[src/rtl/tx_scheduler.sv]
`default_nettype none
// ============================================================================
//  Module   : tx_scheduler
//  Purpose  : Round-robin scheduler that hands one of NUM_REQ pending frame
//             descriptors at a time to an Ethernet framer, waits for the
//             framer's completion (with a timeout), then enforces an
//             inter-frame gap before the next grant.
//
//  Ports
//    clk            : single clock for all logic
//    rst_n          : asynchronous active-low reset
//    req            : bit i high = requester i has a frame pending
//    req_dest_addr  : per-requester destination MAC, requester i at [i*48 +: 48]
//    req_src_addr   : per-requester source MAC, same packing
//    req_eth_type   : per-requester EtherType, requester i at [i*16 +: 16]
//    req_data       : per-requester payload word, requester i at [i*32 +: 32]
//    grant          : one-hot owner of the framer, zero when idle
//    done           : one-cycle pulse on the bit of the requester whose frame
//                     completed
//    tx_start       : one-cycle start pulse to the framer
//    tx_dest_addr   : registered descriptor presented to the framer
//    tx_src_addr    :   "
//    tx_eth_type    :   "
//    tx_data        :   "
//    tx_done_in     : completion pulse from the framer
//    busy           : high whenever the scheduler is not idle
//    timeout_err    : one-cycle pulse when the framer failed to complete
//
//  Revision : 1.0  initial release
// ============================================================================
module tx_scheduler #(
   parameter int NUM_REQ        = 4,
   parameter int IFG_CYCLES     = 12,
   parameter int TIMEOUT_CYCLES = 64
) (
   input  logic                  clk,
   input  logic                  rst_n,
   input  logic [NUM_REQ-1:0]    req,
   input  logic [NUM_REQ*48-1:0] req_dest_addr,
   input  logic [NUM_REQ*48-1:0] req_src_addr,
   input  logic [NUM_REQ*16-1:0] req_eth_type,
   input  logic [NUM_REQ*32-1:0] req_data,
   output logic [NUM_REQ-1:0]    grant,
   output logic [NUM_REQ-1:0]    done,
   output logic                  tx_start,
   output logic [47:0]           tx_dest_addr,
   output logic [47:0]           tx_src_addr,
   output logic [15:0]           tx_eth_type,
   output logic [31:0]           tx_data,
   input  logic                  tx_done_in,
   output logic                  busy,
   output logic                  timeout_err
);

   localparam int IDX_W = $clog2(NUM_REQ);
   localparam int IFG_W = (IFG_CYCLES > 1) ? $clog2(IFG_CYCLES) : 1;

   localparam logic [IFG_W-1:0] IFG_LAST     = IFG_W'((IFG_CYCLES > 0) ? IFG_CYCLES - 1 : 0);
   localparam logic [15:0]      TIMEOUT_LAST = 16'(TIMEOUT_CYCLES - 1);
   localparam logic [IDX_W:0]   NREQ_EXT     = (IDX_W + 1)'(NUM_REQ);
   localparam logic [IDX_W-1:0] LAST_RESET   = IDX_W'(NUM_REQ - 1);

   localparam logic [1:0] S_IDLE      = 2'd0;
   localparam logic [1:0] S_WAIT_DONE = 2'd1;
   localparam logic [1:0] S_IFG       = 2'd2;

   logic [1:0]         state;
   logic [1:0]         state_nxt;
   logic [IDX_W-1:0]   last_grant;
   logic [15:0]        wait_cnt;
   logic [IFG_W-1:0]   ifg_cnt;

   logic               sel_valid;
   logic [IDX_W-1:0]   sel_idx;
   logic [NUM_REQ-1:0] sel_onehot;
   logic [IDX_W:0]     cand_sum;
   logic [47:0]        sel_dest;
   logic [47:0]        sel_src;
   logic [15:0]        sel_type;
   logic [31:0]        sel_data;

   logic               grant_evt;
   logic               done_evt;
   logic               timeout_evt;

   // ------------------------------------------------------------------------
   // Round-robin pick: candidates last_grant+1 .. last_grant+NUM_REQ (mod
   // NUM_REQ). The loop walks from the farthest offset to the nearest so
   // the nearest pending requester is the one left in sel_idx.
   // ------------------------------------------------------------------------
   always_comb begin
      sel_valid  = 1'b0;
      sel_idx    = '0;
      sel_onehot = '0;
      cand_sum   = '0;
      for (int off = NUM_REQ; off >= 1; off--) begin
         cand_sum = {1'b0, last_grant} + (IDX_W + 1)'(off);
         if (cand_sum >= NREQ_EXT) begin
            cand_sum = cand_sum - NREQ_EXT;
         end
         if (req[cand_sum[IDX_W-1:0]]) begin
            sel_valid = 1'b1;
            sel_idx   = cand_sum[IDX_W-1:0];
         end
      end
      sel_onehot[sel_idx] = sel_valid;
   end

   // Descriptor of the selected requester.
   always_comb begin
      sel_dest = '0;
      sel_src  = '0;
      sel_type = '0;
      sel_data = '0;
      for (int i = 0; i < NUM_REQ; i++) begin
         if (sel_onehot[i]) begin
            sel_dest = req_dest_addr[i*48 +: 48];
            sel_src  = req_src_addr[i*48 +: 48];
            sel_type = req_eth_type[i*16 +: 16];
            sel_data = req_data[i*32 +: 32];
         end
      end
   end

   // ------------------------------------------------------------------------
   // FSM: state register
   // ------------------------------------------------------------------------
   always_ff @(posedge clk or negedge rst_n) begin
      if (!rst_n) begin
         state <= S_IDLE;
      end else begin
         state <= state_nxt;
      end
   end

   // ------------------------------------------------------------------------
   // FSM: output / event decode
   // tx_start marks the first WAIT_DONE cycle, during which a completion
   // cannot belong to the new frame and is ignored.
   // wait_cnt is 0 in the tx_start cycle; the counter reaches TIMEOUT_CYCLES
   // at the edge that closes the cycle where it reads TIMEOUT_CYCLES-1. A
   // completion sampled at that same edge takes priority over the timeout.
   // ------------------------------------------------------------------------
   always_comb begin
      busy        = (state != S_IDLE);
      grant_evt   = (state == S_IDLE) && sel_valid;
      done_evt    = (state == S_WAIT_DONE) && !tx_start && tx_done_in;
      timeout_evt = (state == S_WAIT_DONE) && !done_evt && (wait_cnt == TIMEOUT_LAST);
   end

   // ------------------------------------------------------------------------
   // FSM: next-state logic
   // ------------------------------------------------------------------------
   always_comb begin
      state_nxt = state;
      case (state)
         S_IDLE: begin
            if (grant_evt) begin
               state_nxt = S_WAIT_DONE;
            end
         end
         S_WAIT_DONE: begin
            if (done_evt || timeout_evt) begin
               state_nxt = (IFG_CYCLES > 0) ? S_IFG : S_IDLE;
            end
         end
         S_IFG: begin
            if (ifg_cnt == IFG_LAST) begin
               state_nxt = S_IDLE;
            end
         end
         default: begin
            state_nxt = S_IDLE;
         end
      endcase
   end

   // ------------------------------------------------------------------------
   // Registered outputs, descriptor capture and counters
   // ------------------------------------------------------------------------
   always_ff @(posedge clk or negedge rst_n) begin
      if (!rst_n) begin
         grant        <= '0;
         done         <= '0;
         tx_start     <= 1'b0;
         timeout_err  <= 1'b0;
         tx_dest_addr <= '0;
         tx_src_addr  <= '0;
         tx_eth_type  <= '0;
         tx_data      <= '0;
         last_grant   <= LAST_RESET;
         wait_cnt     <= '0;
         ifg_cnt      <= '0;
      end else begin
         tx_start    <= grant_evt;
         done        <= done_evt ? grant : '0;
         timeout_err <= timeout_evt;

         // Descriptor and grant are only written at the grant edge, so
         // requester activity during the frame cannot disturb them.
         if (grant_evt) begin
            grant        <= sel_onehot;
            last_grant   <= sel_idx;
            tx_dest_addr <= sel_dest;
            tx_src_addr  <= sel_src;
            tx_eth_type  <= sel_type;
            tx_data      <= sel_data;
         end else if (done_evt || timeout_evt) begin
            grant <= '0;
         end

         wait_cnt <= (state == S_WAIT_DONE) ? wait_cnt + 16'd1 : 16'd0;
         ifg_cnt  <= (state == S_IFG) ? ifg_cnt + 1'b1 : '0;
      end
   end

endmodule
`default_nettype wire

[config.mk]
export PLATFORM = sky130hd
export DESIGN_NAME = tx_scheduler
export DESIGN_NICKNAME = d
export VERILOG_FILES = /design/src/rtl/tx_scheduler.sv
export SDC_FILE = /design/constraint.sdc
export NUM_CORES = 1
export LEC_CHECK = 0
export BUFFER_PORTS_ARGS = -buffer_cell sky130_fd_sc_hd__buf_2
export CORE_AREA = 2 2 288 290
export DETAILED_ROUTE_END_ITERATION = 8
export DIE_AREA = 0 0 290 292
export PLACE_DENSITY = 0.35
export SETUP_SLACK_MARGIN = 0.05
export SKIP_CTS_REPAIR_TIMING = 1
export SLEW_MARGIN = 20
export SYNTH_ARGS = -nofsm -noshare
export SYNTH_HDL_FRONTEND = slang
export SYNTH_SLANG_ARGS = --single-unit
export TNS_END_PERCENT = 10
[constraint.sdc]
create_clock -name clk -period 3.4 [get_ports clk]
set_input_delay 0.51 -clock clk [delete_from_list [all_inputs] [get_ports clk]]
set_output_delay 0.51 -clock clk [all_outputs]
set_load 0.1 [all_outputs]
==> run_results.csv <==
group,metric,value,unit
sta,worstMarginPinSlew,1.00,ns
synthesis,avgSynthCellArea,8.81,sq um
place,post-place-ws,0.529,ns
die,die-area,0.0847,sq mm
power_and_ir_drop,p_switching,11.9,mW
global_route,grt-ovfl-total,0,
sta,tns,0,ns
die,die_w,290,um
route,vias_per_cell,4.48,
layout,seq_area,0.00446,sq mm
power_and_ir_drop,leakagePower,7.34,nW
route,drt_first_pass_iters,6,
synthesis,ys_async_sr_fraction,1.00,
global_route,antenna_found_initial,18,
sta,finalCriticalPeriod,2.58,ns
layout,fillers,9218,
cts,cts_root_buf,"clkbuf_16",
synthesis,netlist_area,0.0105,sq mm
sta,fmax,0.388,GHz
cts,clock_latency,0.49,ns
setup_path,cp.arrival,2.93,ns
cts,clock-sinks,178,
power_and_ir_drop,p_clk_frac,0.110,
sta,final.period_utilization,0.758,
setup_path,startpoint_type,"flop",
global_route,grt_max_degree,96,
layout,final_area,0.0162,sq mm
synthesis,synth_warnings,0,
sta,setup-violations-final,0,
synthesis,ys_top_cells_by_area,"dfrtp_1, a221o_1, a31oi_1, nand3_1, a211oi_1",
setup_path,required,3.76,ns
synthesis,synthTopCellsByCount,"dfrtp_1, nor2_1, nand3_1",
setup_path,reg2reg_depth,6,
global_route,grtUsageTotal,0.150,
synthesis,synth-main-ff-cell,"dfrtp_1",
cts,cts.clk_slew.worst_paths,0.08,ns
sta,drv_slew,0,
cts,clockBufferDepth,2,
layout,nets,2443,
synthesis,synth_enable_flop_cells,0,
route,wl_per_cell,22.2,um
power_and_ir_drop,total_power,18.8,mW
die,num_rows,105,
synthesis,synth_most_common_cell,"dfrtp_1",
global_route,grt_pass1_vias,13800,
die,die_y,292,um
setup_path,cp_max_fo,25,
sta,fin_ws,0.824,ns
synthesis,synth_top_area_share,0.419,
place,hpwl,51.1,mm
job,cap_violations,0,
sta,slew_headroom,0.331,
power_and_ir_drop,p_int,6.96,mW
die,start_util,0.129,
synthesis,synthesis.instances,1195,
sta,finClkSkew,0.0178,ns
power_and_ir_drop,swShare,0.631,
place,placed_area,0.0156,sq mm
setup_path,endpoint_kind,"flop",
cts,htreeDepth,4,
global_route,grt_pass1_wl,94.0,mm
synthesis,ys_types,45,
synthesis,seq_area_frac_synth,0.424,
cts,cts_tree,"built",
power_and_ir_drop,p_per_area,1160,mW/mm^2
layout,area_growth_syn_to_layout,53.9,%
place,io_buffers,737,
layout,layout-drive-gt1-share,0.447,
synthesis,synth_nets,1780,
synthesis,synth_top_cell_by_area,"dfrtp_1",
sta,grt_setup_unrepaired,"no",
die,core_area,0.0816,sq mm
power_and_ir_drop,power_frac_seq,0.189,
status,outcome,"finished, final reports clean",
route,antenna_left,0,
route,vias,13200,
power_and_ir_drop,peakVddDrop,0.477,mV
route,route.detailed.drc,0,
setup_path,critPathKind,"reg -> reg",
route,wirelength,65.6,mm
die,ios,738,
place,gp_congestion,0.911,
power_and_ir_drop,p_comb_frac,0.700,
layout,multiInputGateArea,0.00547,sq mm
sta,hold_viol_final,0,
synthesis,synth-seq-cells,178,
worst_hold_path,hp-class,"in -> async",
cts,cts_buffers,17,
route,drtIter0Drc,719,
[per-stage QoR]
stage	hold WS, ns	cells	util
final	0.0466	2949	0.198
after global routing	0.0579	2946	0.198
after CTS	0.0701	2941	0.198
after detailed placement	0.458	2909	0.191
after global placement	0.451	2909	0.191
after floorplan	0.214	1195	-
[worst max-delay path: stages, from the launching register on]
cell,delay (ns)
dfstp_2,0.62
nand2b_4,0.17
o21ai_0,0.11
a211oi_1,0.67
nor2_4,0.28
buf_12,0.25
a221o_1,0.30
[final timing paths]
check                      slack [ns]                to           from
max in group asynchronous        2.52        ifg_cnt[3]          rst_n
min reg2reg                      0.46        ifg_cnt[0]     ifg_cnt[0]
min                              0.05    tx_src_addr[2]          rst_n
max                              0.82  tx_dest_addr[33]  last_grant[0]
min in group clk                 0.25       tx_data[22]  req_data[118]
max reg2reg                      0.82  tx_dest_addr[33]  last_grant[0]
[cell usage in the layout, fill, tap and decap left out, drive strengths merged, types with 4 or more instances in the layout]
| master | n |
|---|---|
| inv | 12 |
| nand2b | 7 |
| a211oi | 83 |
| xnor2 | 6 |
| clkinv | 6 |
| nand2 | 41 |
| nor2 | 144 |
| a221oi | 18 |
| dfrtp | 176 |
| and3 | 4 |
| xor2 | 10 |
| o22ai | 4 |
| a221o | 81 |
| buf | 789 |
| a21oi | 67 |
| nand3 | 130 |
| a222oi | 13 |
| clkbuf | 21 |
| o21ai | 28 |
| diode | 8 |
| o211ai | 31 |
| o2bb2ai | 33 |
| and2 | 7 |
| a2bb2oi | 16 |
| a31oi | 114 |
[cell type report]
| type | instances | area share |
|---|---|---|
| inverters | 8 | 0.00193 |
| diodes | 8 | 0.00124 |
| multi-input cells | 863 | 0.338 |
| well taps | 1070 | 0.0827 |
| repair buffers | 790 | 0.265 |
| clock buffers | 20 | 0.0282 |
| clock inverters | 12 | 0.00757 |
| flip-flops and latches | 178 | 0.275 |
[state kept, by name (all words and copies together) (netlist names)]
register	flops
tx_eth_type	16
wait_cnt	16
state	2
ifg_cnt	4
grant	4
tx_data	32
tx_src_addr	48
tx_dest_addr	48
done	4
last_grant	2
tx_start	1
timeout_err	1
[metal layers]
layer  part of all wire  GRT usage  vias up
met5             0.0013          0        -
met4              0.026     0.0495       12
met3              0.069     0.0434       90
met2               0.50      0.262      670
met1               0.40      0.175     6435
li1                   -          -     6001
[power by group through the flow]
| stage | Clock (mW) | Sequential [mW] | Combinational (mW) |
|---|---|---|---|
| 2_1_floorplan | 0 | 9.43 | 3.88 |
| 3_3_place_gp | 0 | 3.59 | 13.3 |
| 3_5_place_dp | 0 | 3.59 | 13.3 |
| 4_1_cts | 2.21 | 3.57 | 13.3 |
| 5_1_grt | 2.29 | 3.68 | 13.8 |
| 6_report | 2.08 | 3.57 | 13.2 |
[cells by family (layout without fill, tap and decap cells)]
| kind of cell | after synthesis | in the layout | share of synthesized area |
|---|---|---|---|
| adder cells (fa/ha/maj) | 2 | 2 | 0.00238 |
| AO/OA/AOI/OAI | 494 | 494 | 0.347 |
| XOR/XNOR | 16 | 16 | 0.0133 |
| other | 0 | 8 | 0 |
| AND/OR/NAND/NOR | 351 | 351 | 0.151 |
| buffers and inverters | 154 | 830 | 0.0630 |
| flip-flops | 178 | 178 | 0.424 |
Power figures use the tool's default switching activity.
